[src/rtl/rv32_memory.sv]
// rv32_memory -- memory stage of the 5-stage RV32 pipeline.
//
// Issues loads and stores over a valid/ready data-memory port. It steers
// byte lanes, sign- or zero-extends load data, and raises misalignment and
// bus-timeout exceptions. While an access is outstanding it requests a
// pipeline stall. Results are registered into the M/W pipeline register.
//
// Ports:
//   clk_i, rst_n_i            clock, asynchronous active-low reset
//   reg_write_i .. write_data_i   E/M pipeline inputs (control, instr, PC+4,
//                             effective address, store data, exceptions)
//   dmem_*                    data-memory request/response port
//   stall_o                   freeze request to the hazard unit
//   reg_write_o .. read_data_o    M/W pipeline register outputs

`ifndef EXCEPTION_WIDTH
`define EXCEPTION_WIDTH 32
`endif

module rv32_memory #(
    parameter int unsigned EXC_LD_MISALIGN  = 4,
    parameter int unsigned EXC_ST_MISALIGN  = 6,
    parameter int unsigned EXC_ACCESS_FAULT = 5,
    parameter int unsigned TIMEOUT_CYCLES   = 16
) (
    input  logic                        clk_i,
    input  logic                        rst_n_i,
    input  logic                        reg_write_i,
    input  logic                        memory_write_i,
    input  logic [2:0]                  result_source_i,
    input  logic [`EXCEPTION_WIDTH-1:0] exceptions_i,
    input  logic [31:0]                 instr_i,
    input  logic [31:0]                 pc_next_i,
    input  logic [31:0]                 alu_result_i,
    input  logic [31:0]                 write_data_i,
    output logic                        dmem_valid_o,
    input  logic                        dmem_ready_i,
    output logic                        dmem_we_o,
    output logic [31:0]                 dmem_addr_o,
    output logic [3:0]                  dmem_be_o,
    output logic [31:0]                 dmem_wdata_o,
    input  logic [31:0]                 dmem_rdata_i,
    output logic                        stall_o,
    output logic                        reg_write_o,
    output logic [2:0]                  result_source_o,
    output logic [`EXCEPTION_WIDTH-1:0] exceptions_o,
    output logic [31:0]                 instr_o,
    output logic [31:0]                 pc_next_o,
    output logic [31:0]                 alu_result_o,
    output logic [31:0]                 read_data_o
);

    localparam int unsigned   EW           = `EXCEPTION_WIDTH;
    localparam int unsigned   CW           = $clog2(TIMEOUT_CYCLES + 1);
    localparam logic [CW-1:0] TIMEOUT_LAST = CW'(TIMEOUT_CYCLES);

    typedef enum logic {
        S_IDLE,
        S_WAIT
    } state_t;

    state_t        state, state_next;
    logic [CW-1:0] count, count_next;

    logic [2:0]    funct3;
    logic [1:0]    size;
    logic [1:0]    addr_lo;
    logic          is_load;
    logic          mem_req;
    logic          no_exc;
    logic          aligned;
    logic          access;
    logic          misalign;
    logic [3:0]    be_raw;
    logic [31:0]   lane;
    logic [31:0]   load_data;
    logic          req_valid;
    logic          req_stall;
    logic          timeout;
    logic [EW-1:0] exc_add;

    assign funct3  = instr_i[14:12];
    assign size    = funct3[1:0];
    assign addr_lo = alu_result_i[1:0];
    assign is_load = (result_source_i == 3'b001);
    assign mem_req = memory_write_i | is_load;
    assign no_exc  = (exceptions_i == '0);

    always_comb begin
        case (size)
            2'b00:   aligned = 1'b1;
            2'b01:   aligned = ~addr_lo[0];
            2'b10:   aligned = (addr_lo == 2'b00);
            default: aligned = 1'b0;
        endcase
    end

    assign access   = mem_req & no_exc & aligned;
    assign misalign = mem_req & no_exc & ~aligned;

    // Byte lanes and replicated store data
    always_comb begin
        case (size)
            2'b00: begin
                be_raw       = 4'b0001 << addr_lo;
                dmem_wdata_o = {4{write_data_i[7:0]}};
            end
            2'b01: begin
                be_raw       = 4'b0011 << addr_lo;
                dmem_wdata_o = {2{write_data_i[15:0]}};
            end
            2'b10: begin
                be_raw       = 4'b1111;
                dmem_wdata_o = write_data_i;
            end
            default: begin
                be_raw       = '0;
                dmem_wdata_o = write_data_i;
            end
        endcase
    end

    assign dmem_addr_o = {alu_result_i[31:2], 2'b00};

    // Load extract: move the addressed lane down to bit 0, then extend
    assign lane = dmem_rdata_i >> {addr_lo, 3'b000};

    always_comb begin
        case (size)
            2'b00:   load_data = funct3[2] ? {24'h0, lane[7:0]}
                                           : {{24{lane[7]}}, lane[7:0]};
            2'b01:   load_data = funct3[2] ? {16'h0, lane[15:0]}
                                           : {{16{lane[15]}}, lane[15:0]};
            default: load_data = dmem_rdata_i;
        endcase
    end

    // FSM state register
    always_ff @(posedge clk_i or negedge rst_n_i) begin
        if (!rst_n_i) begin
            state <= S_IDLE;
            count <= '0;
        end else begin
            state <= state_next;
            count <= count_next;
        end
    end

    // FSM next state and request/stall outputs
    always_comb begin
        state_next = state;
        count_next = count;
        req_valid  = 1'b0;
        req_stall  = 1'b0;
        timeout    = 1'b0;
        case (state)
            S_IDLE: begin
                if (access) begin
                    req_valid = 1'b1;
                    if (!dmem_ready_i) begin
                        req_stall  = 1'b1;
                        state_next = S_WAIT;
                        count_next = CW'(1);
                    end
                end
            end
            S_WAIT: begin
                if (count == TIMEOUT_LAST) begin
                    // Abandon: valid drops, the pipeline is released and
                    // the fault is recorded in M/W this cycle.
                    timeout    = 1'b1;
                    state_next = S_IDLE;
                    count_next = '0;
                end else begin
                    req_valid = 1'b1;
                    if (dmem_ready_i) begin
                        state_next = S_IDLE;
                        count_next = '0;
                    end else begin
                        req_stall  = 1'b1;
                        count_next = count + CW'(1);
                    end
                end
            end
            default: begin
                state_next = S_IDLE;
                count_next = '0;
            end
        endcase
    end

    // While reset is held no access is presented, whatever the inputs show
    assign dmem_valid_o = req_valid & rst_n_i;
    assign stall_o      = req_stall & rst_n_i;
    assign dmem_we_o    = dmem_valid_o & memory_write_i;
    assign dmem_be_o    = dmem_valid_o ? be_raw : 4'b0000;

    always_comb begin
        exc_add = '0;
        if (misalign) begin
            if (memory_write_i) exc_add[EXC_ST_MISALIGN] = 1'b1;
            else                exc_add[EXC_LD_MISALIGN] = 1'b1;
        end
        if (timeout) exc_add[EXC_ACCESS_FAULT] = 1'b1;
    end

    // M/W pipeline register; a stall inserts a bubble
    always_ff @(posedge clk_i or negedge rst_n_i) begin
        if (!rst_n_i) begin
            reg_write_o     <= 1'b0;
            result_source_o <= '0;
            exceptions_o    <= '0;
            instr_o         <= '0;
            pc_next_o       <= '0;
            alu_result_o    <= '0;
            read_data_o     <= '0;
        end else if (!stall_o) begin
            reg_write_o     <= reg_write_i & ~memory_write_i & ~misalign & ~timeout;
            result_source_o <= result_source_i;
            exceptions_o    <= exceptions_i | exc_add;
            instr_o         <= instr_i;
            pc_next_o       <= pc_next_i;
            alu_result_o    <= alu_result_i;
            read_data_o     <= load_data;
        end else begin
            reg_write_o     <= 1'b0;
            result_source_o <= '0;
            exceptions_o    <= '0;
        end
    end

endmodule
[config.mk]
export PLATFORM = sky130hd
export DESIGN_NAME = rv32_memory
export DESIGN_NICKNAME = d
export VERILOG_FILES = /design/src/rtl/rv32_memory.sv
export SDC_FILE = /design/constraint.sdc
export NUM_CORES = 1
export LEC_CHECK = 0
export ABC_AREA = 1
export BUFFER_PORTS_ARGS = -buffer_cell sky130_fd_sc_hd__buf_2
export CORE_AREA = 8 8 162 164
export DETAILED_ROUTE_END_ITERATION = 10
export DIE_AREA = 0 0 170 172
export GPL_ROUTABILITY_DRIVEN = 1
export PLACE_DENSITY = 0.66
export SETUP_SLACK_MARGIN = 0.15
export SYNTH_ARGS = -nofsm -noshare
export SYNTH_HDL_FRONTEND = slang
export SYNTH_SLANG_ARGS = --single-unit
[constraint.sdc]
create_clock -name clk_i -period 1.85 [get_ports clk_i]
set_input_delay 0.185 -clock clk_i [delete_from_list [all_inputs] [get_ports clk_i]]
set_output_delay 0.185 -clock clk_i [all_outputs]
set_load 0.01 [all_outputs]
==> flow_metrics.tcl <==
set metrics [dict create \
    status "finished with violations" \
    violations "setup timing" \
    cts_root_buffer "clkbuf_16" \
    drv_cap 0 \
    critPathKind "reg -> out" \
    synth_seq_area_share_pct 50.5 \
    synth_top_area_share_pct 50.5 \
    nNetsFinal 1800 \
    die-area_um2 29200 \
    htreeDepth 4 \
    r2r-end "pc_next_o[4]$_DFFE_PN0N_" \
    die_h_um 172 \
    cts_buffer_depth 2 \
    synth-seq-cells 170 \
    row_count 57 \
    synthTopCellsByCount "427 x nand2_1, 170 x dfrtp_1, 130 x nand4_1" \
    drtIter0Drc 731 \
    startpoint "count[0]$_DFFE_PN0P_" \
    io_pins 435 \
    grt_overflow 0 \
    final_util_pct 55.8 \
    critPathLaunchType "register" \
    r2r_cells 12 \
    yosys.area_share.adder_pct 0.297 \
    tns_ns -1.85 \
    power_density_nw_per_um2 709 \
    grt_pass1_wl_um 54300 \
    drt-wirelength-per-cell_um 18.6 \
    clk_pin_slew_ns 0.07 \
    cts_made_buffers 17 \
    antenna_found_initial 3 \
    grt_pass1_vias 9656 \
    peakVddDrop_uv 459 \
    worst_hold_path_type "in -> reg" \
    r2r-start "count[0]$_DFFE_PN0P_" \
    worst_pin_slew_ns 1.00 \
    synth_xor_area_share_pct 0.312 \
    cts.sinks 170 \
    synthCells 1049 \
    min_period_ns 2.02 \
    syn_area_um2 8420 \
    yosys_warnings 0 \
    yosysMostFrequentCell "nand2_1" \
    worstPathArrival_ns 1.83 \
    vias_per_cell 4.91 \
    async_flop_share_pct 100 \
    synth_mux_area_share_pct 0 \
    start_util_pct 35.3 \
    cts_tree "yes" \
    synth-compound-area-share_pct 4.01 \
    r2r_slack_ns -0.05 \
    drc 0 \
    slew_viol_final 0 \
    detail-route-antenna-nets 0 \
    dr.pass1.iters 5 \
    min_period_over_period_pct 109 \
    setup_viol 53 \
    setup_ws_ns -0.167 \
    syn_avg_cell_area_um2 8.02 \
    hpwl_um 24300 \
    port_buffers 432 \
    cp-end-kind "output pin" \
    leakage_nw 7.36 \
    slew-limit-headroom_pct 33.1 \
    die_width_um 170 \
    cp_max_fo 5 \
    min_from "instr_i[14]" \
    crit_path_end "dmem_we_o" \
    yosysTopAreaCell "dfrtp_1" \
    drive_above_1_share_pct 36.3 \
    total_power_mw 9.42 \
    final-hold-violation-count 0 \
    wirelength_um 36000 \
    max_clock_freq_mhz 496 \
    vias 9504 \
    grt_use_total_pct 23.9 \
    dp.cells 1759 \
    clock_skew_ns 0.0135 \
    core_um2 23800 \
    crit_required_ns 1.66 \
    synth_edf_count 0 \
    grt_max_degree 109 \
    yosys-top-cells-area "dfrtp_1 51%, nand2_1 19%, nand4_1 9.7%" \
    final_cells 1936 \
    area_growth_pct 57.9 \
    synth_top_family_by_area "simple AND/OR/NAND/NOR gates" \
    clk_latency_ns 0.42 \
    grt_setup_unrepaired "yes" \
    place.gp.congestion 0.868 \
    synth_cell_types 33 \
    synthFlopType "dfrtp_1" \
    synth-simple-area-share_pct 32.7 \
]
-- registers in the layout (all words and copies together), names as in the netlist --
signal and flops:
result_source_o 3, reg_write_o 1, instr_o 32, state 1, pc_next_o 32, exceptions_o 32
alu_result_o 32, count 5, read_data_o 32
-- cell type report --
class | count | area [um^2]
fillers | 2166 | 10500
multi-input cells | 701 | 3240
clock buffers | 18 | 439
diodes | 2 | 5.00
inverters | 66 | 250
clock inverters | 13 | 148
repair buffers | 642 | 4550
well taps | 324 | 405
flip-flops and latches | 170 | 4250
-- how the worst min path moves through the flow --
stage / end / slack (ns) / cells past startpoint
3_5_place_dp: exceptions_o[28]$_DFF_PN0_ / 0.07 / 1
3_3_place_gp: exceptions_o[28]$_DFF_PN0_ / 0.07 / 1
4_1_cts: instr_o[15]$_DFFE_PN0N_ / 0.003 / 3
2_1_floorplan: alu_result_o[0]$_DFFE_PN0N_ / -0.11 / 0
6_report: instr_o[14]$_DFFE_PN0N_ / 0.02 / 3
5_1_grt: instr_o[14]$_DFFE_PN0N_ / 0.01 / 3
-- what timing repair did --
| action | CTS | global route |
|---|---|---|
| setup buffers | 14 | 5 |
| pin swaps | 9 | 14 |
| hold buffers | 115 | 0 |
| hold endpoints to repair | 141 | 0 |
| setup endpoints to repair | 96 | 193 |
| gates cloned | 10 | 0 |
| gates resized for setup | 28 | 18 |
-- where the power goes --
part | switching (mW) | total, mW | internal, mW
clock network | 1.67 | 3.63 | 1.95
registers | 0.108 | 4.04 | 3.93
logic | 0.987 | 1.76 | 0.769
-- stage by stage --
stage | setup slack [ns] | hold WS [ns] | area [um^2]
2_1_floorplan | 0.200 | -0.111 | 8420
3_3_place_gp | -0.0620 | 0.0669 | 10900
3_5_place_dp | -0.137 | 0.0652 | 10900
4_1_cts | -0.204 | 0.00258 | 13200
5_1_grt | -0.253 | 0.00955 | 13300
6_report | -0.167 | 0.0183 | 13300
-- cell usage in the layout (no fill, tap or decap), types with 3 or more instances in the layout --
cell and count:
inv_2 8, dfrtp_1 170, inv_6 6, inv_8 3, nand4_1 130, nor2_1 39, nor3_2 3, buf_4 60
buf_6 5, bufbuf_16 6, nor2_2 4, buf_2 430, o22ai_1 7, nand3_1 15, a21oi_1 26, buf_8 4
buf_16 6, o21ai_0 25, nand2_1 426, dlygate4sd3_1 114, clkbuf_16 17, buf_12 16, inv_1 57
-- critical path, cell delays in order (launching register included) --
cell and delay [ns]:
dfrtp_1 0.36, inv_2 0.06, ha_4 0.16, nand3_4 0.09
nor2_4 0.04, buf_6 0.11, a21oi_4 0.14, nand2_4 0.11
buf_6 0.14, nor2_2 0.06, buf_2 0.14
-- routing by layer --
metal | global-route usage [%] | share of wire, % | vias up
li1 | - | - | 4476
met1 | 27.8 | 39 | 4523
met2 | 42.2 | 51 | 431
met3 | 5.37 | 7.3 | 72
met4 | 9.31 | 3.5 | 2
met5 | 0 | 0.036 | -
-- kinds of logic (layout without fill, tap and decap cells) --
kind of cell	Yosys count	count (layout)
AO/OA/AOI/OAI	63	63
AND/OR/NAND/NOR	631	631
XOR/XNOR	3	3
other	1	4
flip-flops	170	170
buffers and inverters	179	739
adder cells (fa/ha/maj)	2	2
Note: power is estimated with default switching activity, not from simulation.
